File: config.mk
export PLATFORM = sky130hd
export DESIGN_NAME = pipe_hazard_ctrl
export DESIGN_NICKNAME = d
export VERILOG_FILES = /design/src/rtl/pipe_hazard_ctrl.sv
export SDC_FILE = /design/constraint.sdc
export NUM_CORES = 1
export LEC_CHECK = 0
export CAP_MARGIN = 20
export CORE_UTILIZATION = 32
export CTS_BUF_LIST = sky130_fd_sc_hd__clkbuf_16
export CTS_CLUSTER_DIAMETER = 100
export CTS_CLUSTER_SIZE = 30
export DETAILED_ROUTE_END_ITERATION = 7
export GPL_ROUTABILITY_DRIVEN = 0
export PLACE_DENSITY = 0.81
export SYNTH_ARGS = -nofsm -noshare
export SYNTH_HDL_FRONTEND = slang
export SYNTH_SLANG_ARGS = --single-unit
File: constraint.sdc
create_clock -name clk -period 1.99 [get_ports clk]
set_input_delay 0.398 -clock clk [delete_from_list [all_inputs] [get_ports clk]]
set_output_delay 0.398 -clock clk [all_outputs]
set_load 0.05 [all_outputs]
File: src/rtl/pipe_hazard_ctrl.sv
// Stall/flush sequencer for the 5-stage RV32I pipeline.
// Optional perf counters: define HAZARD_PERF_CNT_EN.
module pipe_hazard_ctrl #(
  parameter int FLUSH_CYCLES = 1,
  parameter int MC_TIMEOUT   = 64,
  parameter int CNT_W        = 32
) (
  input  logic             clk,
  input  logic             rst_n,
  input  logic             dmem_wait,
  input  logic             mispredict_e,
  input  logic             ld_e,
  input  logic [4:0]       rd_addr_e,
  input  logic [4:0]       rs1_addr_d,
  input  logic [4:0]       rs2_addr_d,
  input  logic             rs1_used_d,
  input  logic             rs2_used_d,
  input  logic             mc_start_e,
  input  logic             mc_done,
  output logic             pc_en,
  output logic             if_id_en,
  output logic             id_ex_en,
  output logic             ex_mem_en,
  output logic             if_id_flush,
  output logic             id_ex_flush,
  output logic             ex_mem_flush,
  output logic             redirect_o,
  output logic             btb_update_en,
  output logic [1:0]       ctrl_state,
  output logic             err_o,
  output logic [CNT_W-1:0] stall_cnt,
  output logic [CNT_W-1:0] flush_cnt
);

  typedef enum logic [1:0] {
    RUN     = 2'd0,
    FLUSH   = 2'd1,
    MC_WAIT = 2'd2
  } state_t;

  localparam int MCW = $clog2(MC_TIMEOUT + 1);
  localparam logic [2:0] FL_INIT = 3'(FLUSH_CYCLES - 1);
  localparam logic [MCW-1:0] MC_MAX = MCW'(MC_TIMEOUT);

  state_t         state_q, state_d;
  logic [2:0]     fl_q, fl_d;
  logic [MCW-1:0] mc_q, mc_d;
  logic           err_q, err_d;
  logic           ld_use;

  assign ld_use = ld_e && (rd_addr_e != 5'd0) &&
                  ((rs1_used_d && (rd_addr_e == rs1_addr_d)) ||
                   (rs2_used_d && (rd_addr_e == rs2_addr_d)));

  assign ctrl_state = state_q;
  assign err_o      = err_q;

  // Next state and Mealy stage controls; freeze holds everything.
  always_comb begin
    state_d       = state_q;
    fl_d          = fl_q;
    mc_d          = mc_q;
    err_d         = err_q;
    pc_en         = 1'b1;
    if_id_en      = 1'b1;
    id_ex_en      = 1'b1;
    ex_mem_en     = 1'b1;
    if_id_flush   = 1'b0;
    id_ex_flush   = 1'b0;
    ex_mem_flush  = 1'b0;
    redirect_o    = 1'b0;
    btb_update_en = 1'b0;
    if (!rst_n) begin
      pc_en        = 1'b0;
      if_id_en     = 1'b0;
      id_ex_en     = 1'b0;
      ex_mem_en    = 1'b0;
      if_id_flush  = 1'b1;
      id_ex_flush  = 1'b1;
      ex_mem_flush = 1'b1;
    end else if (dmem_wait) begin
      pc_en     = 1'b0;
      if_id_en  = 1'b0;
      id_ex_en  = 1'b0;
      ex_mem_en = 1'b0;
    end else begin
      unique case (state_q)
        RUN: begin
          if (mispredict_e) begin
            redirect_o    = 1'b1;
            btb_update_en = 1'b1;
            if_id_flush   = 1'b1;
            id_ex_flush   = 1'b1;
            if (FLUSH_CYCLES > 1) begin
              state_d = FLUSH;
              fl_d    = FL_INIT;
            end
          end else if (mc_start_e) begin
            pc_en        = 1'b0;
            if_id_en     = 1'b0;
            id_ex_en     = 1'b0;
            ex_mem_flush = 1'b1;
            state_d      = MC_WAIT;
            mc_d         = MCW'(1);
          end else if (ld_use) begin
            pc_en       = 1'b0;
            if_id_en    = 1'b0;
            id_ex_flush = 1'b1;
          end
        end
        FLUSH: begin
          if_id_flush = 1'b1;
          id_ex_flush = 1'b1;
          fl_d        = fl_q - 3'd1;
          if (fl_q <= 3'd1) begin
            state_d = RUN;
          end
        end
        MC_WAIT: begin
          if (mc_done) begin
            state_d = RUN;
            mc_d    = '0;
          end else if (mc_q >= MC_MAX) begin
            state_d = RUN;
            mc_d    = '0;
            err_d   = 1'b1;
          end else begin
            pc_en        = 1'b0;
            if_id_en     = 1'b0;
            id_ex_en     = 1'b0;
            ex_mem_flush = 1'b1;
            mc_d         = mc_q + MCW'(1);
          end
        end
        default: begin
          state_d = RUN;
        end
      endcase
    end
  end

  // Registered FSM state, window counters and sticky error.
  always_ff @(posedge clk) begin
    if (!rst_n) begin
      state_q <= RUN;
      fl_q    <= '0;
      mc_q    <= '0;
      err_q   <= 1'b0;
    end else begin
      state_q <= state_d;
      fl_q    <= fl_d;
      mc_q    <= mc_d;
      err_q   <= err_d;
    end
  end

`ifdef HAZARD_PERF_CNT_EN
  logic [CNT_W-1:0] stall_q, flush_q;

  assign stall_cnt = stall_q;
  assign flush_cnt = flush_q;

  // Saturating counts of stalled-PC cycles and redirects.
  always_ff @(posedge clk) begin
    if (!rst_n) begin
      stall_q <= '0;
      flush_q <= '0;
    end else begin
      if (!pc_en && (stall_q != '1)) begin
        stall_q <= stall_q + CNT_W'(1);
      end
      if (redirect_o && (flush_q != '1)) begin
        flush_q <= flush_q + CNT_W'(1);
      end
    end
  end
`else
  assign stall_cnt = '0;
  assign flush_cnt = '0;
`endif

endmodule

======== Word-level counts from Yosys, hierarchy flattened ========
Index checks and enable logic that the tools add are counted.
cells by class
  add/subtract/negate cells ............... 2
  $lt $le $gt $ge ......................... 2
  eq/ne operators ......................... 8
  mux-type cells .......................... 46
  bitwise gates (word level) .............. 2
  reductions and logical operators ........ 12
operator list
  cell                 count
  $mux 1               30
  $mux 7               4
  $pmux 7 s2           1
  $eq 5x5->1           2
  $mux 2               5
  $pmux 1 s2           5
  $reduce_and 4->1     2
  $add 7x1->7 const B  1
  $ge 7x7->1 const B   1
  $ne 2x2->1 const B   3
  $pmux 2 s3           1
  $reduce_and 5->1     1
  $reduce_bool 5->1    1
  $logic_and 1x1->1    4
  $le 3x1->1 const B   1
  $ne 3x3->1 const B   1
  $sub 3x1->3 const B  1
  $eq 2x1->1 const B   1
  $eq 2x2->1 const B   1
  $logic_not 2->1      1
  $not 1->1            2
  $reduce_and 2->1     1
  $reduce_bool 2->1    1
  $logic_or 1x1->1     1
word-level totals
  flip-flop bits (word level) ............. 13
  output and inout bits ................... 76

======== Logic depth before layout (Yosys ltp) ========
Gate-level depths: netlist of run 1.
  depth after elaboration ................. 10
  mapped depth ............................ 6
  depth with buffers taken out ............ 5

======== Worst setup path after synthesis of run 1 ========
OpenSTA, ideal clock, no wires.
  path kind ............................... input -> output
  start ................................... in rst_n
  end ..................................... out pc_en
  data arrival time ....................... 3.071 ns
  setup slack ............................. -1.479 ns
  stages .................................. 5
  path through ............................ clkinv_1 > nor2_1 > and2_1 > a21boi_1 > buf_4
on the way
  word-level cells in the longest chain between the ends .. 1
ends and longest elaborated chain
  what                RTL line  text
  start: declaration  9         input logic rst_n,
  $mux 1              --
  end: declaration    20        output logic pc_en,
Every way passes these cells.

======== Final worst setup path of run 1 ========
  start ................................... in rd_addr_e[4]
  end ..................................... out if_id_en
on the way
  word-level cells in the longest chain between the ends .. 10
  elaborated cells between the ends (all ways) .. 14
  classes of those cells .................. eq/ne (2); mux (6); reduce/logical (6)
ends and longest elaborated chain
  what                                         RTL line  text
  start: declaration                           13        input logic [4:0] rd_addr_e,
  $eq 5x5->1, on equally long branches         52, 53
  $logic_and 1x1->1, on equally long branches  52, 53
  $logic_or 1x1->1                             52        ((rs1_used_d && (rd_addr_e == rs1_addr_d)) ||
  $logic_and 1x1->1 *                          51        assign ld_use = ld_e && (rd_addr_e != 5'd0) &&
  $mux 1 *                                     105       end else if (ld_use) begin
  $mux 1 *                                     98        end else if (mc_start_e) begin
  $mux 1 *                                     89        if (mispredict_e) begin
  $pmux 1 s2 *                                 87        unique case (state_q)
  $mux 1 *                                     81        end else if (dmem_wait) begin
  $mux 1 *                                     73        if (!rst_n) begin
  end: declaration                             21        output logic if_id_en,
Mark *: on every way between the ends. The rest lies on a longest branch, timed or not.

==> results.ini, run 1 <==
[run_status]
status=complete, but fails checks
violations=negative setup slack

[drt]
avgViaCountPerCell=3.83
drc=0
vias=973
post_drt_wl_per_cell_um=9.05
first_pass_iters=6
drt_wl_total_um=2300
drtIter0Drc=19
final_antenna_net_count=0

[sta]
slew_viol_final=0
setup_viol=3
setup_tns_ns=-0.157
fin_crit_ns=2.06
hold_viol=0
rsz0062_at_grt=yes
fmax_mhz=485
tightestPinTransition_ns=0.498
skew_ns=0.000869
period_share_pct=104
setup_ws_ns=-0.0710
max-slew-margin-rel_pct=66.7

[final_layout]
final_cell_count_no_fill=254
fillCellCount=340
fin_nets=235
antenna_cells=0
area_growth_pct=42.6
layout-drive-gt1-share_pct=25.5

[global_routing]
grt_pass1_wl_um=3350
grt_max_degree=10
grt_pass1_vias=773
grt_overflow=0
track_usage_pct=11.6
grtUsageMet1_pct=12.7
met2_usage_pct=23.3
grtUsageMet3_pct=3.11
antenna_found_initial=0
top_usage_layer=met2

[worst_setup_path]
crit_path_top_delay_cell=or4_4
cpPeakStageDelay_ns=0.54
path_buf_inv=2
critical_path_class=in -> out
cp.arrival_ns=1.66
rr_worst_depth=5
worstPathRequired_ns=1.59
critPathTopFamily=simple AND/OR/NAND/NOR gates
critPathLaunchType=input pin
worstSetupEndpointType=primary output
crit_cells=6
crit_fanout=2
crit_chain=buf_6, or4_4, o21ai_4, nor3_4, a21boi_4, buf_12

[floorplan]
die_x_um=62.0
die-area_mm2=0.00385
row_count=21
core_area_mm2=0.00339
fp.dieH_um=62.0
start_util_pct=34.0
io-pin-count=100

[clocking]
tritoncts=yes
clk_pin_slew_ns=0.04
cts.sinks=9
htreeDepth=1
cts-root-buf=clkbuf_16
ctsLongestPathBuffers=2
clkLatencyLatePin_ns=0.23
cts_buffers=3

[placement]
hpwlAfterDp_um=1960
place_ws_ns=-0.438
portBuffers=34
dp_cells=247

[synthesis]
ys_ff_latch=9
yosys_warnings=0
syn_area_mm2=0.00115
synth_ff_type=dfxtp_1
synthArstFlopShare_pct=0
synth_area_per_cell_um2=7.49
synth_cells=154
synth_edf_count=0
synth.distinct_cells=34
ys_seq_area_share_pct=15.6

[flow_run]
max_cap_violations=0

[worst_hold_path]
hp-class=reg -> reg
hold_depth=2

[power]
p_per_area_mw_per_mm2=630
finalPower_mw=1.04
ir_drop_uv=238
power.leakage_nw=0.797

## cells in the mapped netlist, drive strengths merged, types with 2 or more instances
library cell,number,area share [%]
a21o,2,1.3
nor3,3,1.7
and3,2,1.1
nand2b,2,1.1
buf,68,44
o21ai,6,2.6
ha,2,2.2
dfxtp,9,16
a21oi,6,2.6
xnor2,10,7.6
nor2,10,3.3
nand3b,3,2.0
inv,4,1.3
nand2,6,2.0
nand4,3,1.6
o22ai,2,1.1
nand3,2,0.87
## power by group
part | leakage (nW) | switching [mW] | total, mW | internal [mW]
clock network | 0.0423 | 0.0806 | 0.342 | 0.262
logic | 0.681 | 0.382 | 0.508 | 0.126
registers | 0.0735 | 0.00278 | 0.186 | 0.183
## path summary, 6_finish.rpt
| kind | from | end | slack [ns] |
|---|---|---|---|
| worst max-delay path | rd_addr_e[4] | if_id_en | -0.07 |
| worst min register to register | err_o | err_o | 0.48 |
| worst max register to register | ctrl_state[1] | mc_q[6] | 0.64 |
| worst min-delay path | err_o | err_o | 0.48 |
## routing by layer
| metal | wire (µm) | vias up |
|---|---|---|
| li1 | - | 483 |
| met1 | 950 | 446 |
| met2 | 1220 | 44 |
| met3 | 131 | 0 |
| met4 | 0 | 0 |
| met5 | 0 | - |
## sequential cells by signal, summed over array words and instances (netlist names)
name        flops
ctrl_state      1
err_o           1
mc_q            7
## cells in the final DEF (no fill, tap or decap), types with 4 or more instances in the layout
cell	n
clkdlybuf4s50_1	6
xnor2_1	10
buf_6	4
buf_4	23
nor2_1	9
dlygate4sd2_1	13
buf_12	7
a21oi_1	6
conb_1	65
inv_1	5
dfxtp_1	8
nand2_1	6
## tightest hold or removal path, cell delays in order (launching register included)
cell and delay, ns:
dfxtp_1 0.33, nor2_1 0.05, nor2_1 0.07
## logic make-up after synthesis
logic type / synth area share (%)
adder cells (fa/ha/maj): 2.17
AO/OA/AOI/OAI: 11.1
AND/OR/NAND/NOR: 17.2
XOR/XNOR: 7.59
buffers and inverters: 46.0
other: 0.325
flip-flops: 15.6
## stage by stage
step	hold WS [ns]	cell area, µm²	util, %
floorplan	0.446	1450	-
global placement	0.468	1510	44.6
detailed placement	0.467	1510	44.6
CTS	0.484	1600	47.1
global route	0.504	1650	48.5
finish	0.480	1650	48.5
## layout make-up
cell class                 instances  area (µm²)  area share (%)
sequential                         9         184            11.2
clock inverter                     1        3.75           0.228
inverter                           5        23.8            1.44
tap                               46        57.6            3.50
timing repair buffer              55         542            32.9
multi-input combinational        135         759            46.2
clock buffer                       3        75.1            4.56
## timing repair
item                       in CTS  in global routing
setup endpoints to repair       7                  4
pin swaps                      17                  6
hold buffers                    0                  0
gates resized for setup        36                  8
setup buffers                   0                  3
Note: power is estimated with default switching activity, not from simulation.
==> run 2, diff against run 1 <==
Settings changed: ABC_AREA from default to 1, CORE_UTILIZATION 32 to 44, CTS_CLUSTER_DIAMETER 100 to 200, DONT_BUFFER_PORTS from default to 1, PLACE_DENSITY 0.81 to default.
==> run 2 against run 1 <==
The flow now finishes without violations. Fmax is 11% higher. Non-clock buffer count is 46 lower. Global-route usage is 0.99 points higher. Area after synthesis is 9.2% higher. Critical endpoint unchanged.
==> results.ini, run 2 <==
[synthesis]
yosys-top-cells-area=buf_4 40%, dfxtp_1 14%, nand2_1 12%, inv_1 8.0%, nor2_1 5.7%
synthMostInstantiatedCell=buf_4
yosys.area.top_type_share_pct=39.9  ; -3.7 points
synthArstFlopShare_pct=0  ; unchanged
yosysTopAreaCell=buf_4
synth_ff_type=dfxtp_1
synth_area_per_cell_um2=6.30  ; -16%
ys_ff_latch=9  ; unchanged
synth_edf_count=0  ; unchanged
synth_common_cells=67 x buf_4, 39 x nand2_1, 27 x inv_1, 19 x nor2_1, 9 x dfxtp_1
synth.distinct_cells=23  ; -32%
ys_seq_area_share_pct=14.3  ; -1.3 points
yosys_warnings=0  ; unchanged
synth_cells=200  ; +30%
syn_area_mm2=0.00126  ; +9.2%

[sta]
tightestPinTransition_ns=0.513  ; +0.0150 ns
rsz0062_at_grt=no
period_share_pct=93.2  ; -10 points
slew_viol_final=0  ; unchanged
fmax_mhz=539  ; +11%
fin_crit_ns=1.86  ; -0.206 ns
hold_viol=0  ; unchanged
setup_viol=0  ; -3
skew_ns=0.00142  ; +0.000548 ns
max-slew-margin-rel_pct=65.8  ; -0.94 points

[worst_setup_path]
crit_start=ctrl_state[1]
cpPeakStageDelay_ns=0.36  ; -0.18 ns
critical_path_class=reg -> out
critPathTopFamily=buffers and inverters
r2r-start=ctrl_state[1]
crit_cells=7  ; +1
worstPathRequired_ns=1.59  ; about the same
cp.arrival_ns=1.46  ; -0.20 ns
rr_worst_depth=7  ; +2
crit_chain=inv_2, nor3_2, o21a_1, nor2_4, nand2_1, clkinvlp_4, buf_12
crit_path_top_delay_cell=dfxtp_2
rr_endpoint=mc_q[4]
r2r_slack_ns=0.74  ; +0.10 ns
crit_path_end=if_id_en
worstSetupEndpointType=primary output
crit_fanout=6  ; +4
path_buf_inv=3  ; +1
critPathLaunchType=register

[clocking]
clkLatencyLatePin_ns=0.24  ; about the same
clk_pin_slew_ns=0.04  ; about the same
cts_buffers=3  ; unchanged
cts_resized=0  ; -100%
tritoncts=yes
cts.sinks=9  ; unchanged
ctsLongestPathBuffers=2  ; unchanged
cts-root-buf=clkbuf_16
cts_hold_buf=0  ; unchanged
htreeDepth=1  ; unchanged
cts_setup_buffers=0  ; unchanged

[floorplan]
start_util_pct=46.1  ; +12 points
row_count=19  ; -9.5%
fp.dieH_um=55.5  ; -11%
die-area_mm2=0.00308  ; -20%
die_x_um=55.5  ; -11%
io-pin-count=100  ; unchanged
core_area_mm2=0.00273  ; -19%

[drt]
drc=0  ; unchanged
drt_wl_total_um=1850  ; -19%
drtIter0Drc=12  ; -7
avgViaCountPerCell=3.98  ; +4.0%
final_antenna_net_count=0  ; unchanged
post_drt_wl_per_cell_um=7.69  ; -15%
first_pass_iters=2  ; -4
vias=960  ; -1.3%

[power]
p_per_area_mw_per_mm2=783  ; +24%
ir_drop_uv=689  ; +190%
power.leakage_nw=0.723  ; -9.3%

[global_routing]
grt_pass1_wl_um=3100  ; -7.4%
grt_overflow=0  ; unchanged
grt_pass1_vias=779  ; +0.78%
track_usage_pct=12.6  ; +0.99 points
grt_max_degree=10  ; unchanged
antenna_found_initial=0  ; unchanged

[run_status]
status=finished, final reports clean

[placement]
dp_cells=237  ; -4.0%
portBuffers=0  ; -100%
hpwlAfterDp_um=1620  ; -18%
placed_area_mm2=0.00118  ; -22%

[final_layout]
largest_reg_flops=7  ; unchanged
layout_commonest_cell=conb_1
fillCellCount=283  ; -17%
area_growth_pct=-0.0991
largest_register=mc_q
antenna_cells=0  ; unchanged
final_area_mm2=0.00126  ; -23%
final_cell_mix=65 x conb_1, 39 x nand2_1, 27 x inv_1, 16 x nor2_1, 8 x dfxtp_1
fin_nets=237  ; +0.85%
fin_util_pct=46.0  ; -2.5 points
layout-drive-gt1-share_pct=12.9  ; -13 points
final_cell_count_no_fill=241  ; -5.1%

[worst_hold_path]
hp-class=in -> reg

[flow_run]
max_cap_violations=0  ; unchanged

run 2: area by class of cell:
class | count | area, µm² | share of cell area (%)
repair buffers | 9 | 118 | 9.34
inverters | 30 | 116 | 9.24
clock buffers | 3 | 75.1 | 5.96
multi-input cells | 158 | 726 | 57.7
well taps | 31 | 38.8 | 3.08
clock inverters | 1 | 3.75 | 0.298
flip-flops and latches | 9 | 181 | 14.4
run 2: power breakdown:
| part | switching (mW) | total [mW] | internal [mW] |
|---|---|---|---|
| Clock | 0.0911 | 0.354 | 0.263 |
| Combinational | 0.376 | 0.437 | 0.0609 |
| Sequential | 0.00639 | 0.194 | 0.188 |
| Total | 0.474 | 0.985 | 0.512 |
run 2: worst min path at each step:
stage	start	slack [ns]	depth (start not counted)	endpoint
finish	rst_n	0.31	2	mc_q[6]
global route	rst_n	0.31	2	mc_q[6]
CTS	rst_n	0.30	2	mc_q[6]
detailed placement	mc_q[3]	0.47	2	mc_q[4]
global placement	mc_q[3]	0.48	2	mc_q[4]
floorplan	mc_q[3]	0.45	2	mc_q[4]
run 2: kinds of logic (layout without fill, tap and decap cells):
group | after synthesis | in the layout | synth area share [%]
compound gates | 13 | 13 | 6.06
fa+ha+maj | 2 | 2 | 1.99
buf+inv | 97 | 43 | 48.9
flops | 9 | 9 | 14.3
other cells | 1 | 65 | 0.298
simple gates | 78 | 78 | 28.5
run 2: routing by layer:
metal | part of all wire (%) | vias up | track usage (%)
met5 | 0 | - | 0
met2 | 47 | 65 | 21.5
li1 | - | 492 | -
met4 | 1.9 | 0 | 6.43
met3 | 9.2 | 5 | 3.51
met1 | 42 | 398 | 14.2
run 2: stage by stage:
step / setup slack (ns) / setup TNS [ns] / power, mW / hold slack (ns)
2_1_floorplan: -0.187 / -0.217 / 0.690 / 0.448
3_3_place_gp: 0.301 / 0 / 0.633 / 0.475
3_5_place_dp: 0.320 / 0 / 0.635 / 0.472
4_1_cts: 0.102 / 0 / 0.996 / 0.305
5_1_grt: 0.0427 / 0 / 1.03 / 0.311
6_report: 0.135 / 0 / 0.985 / 0.309
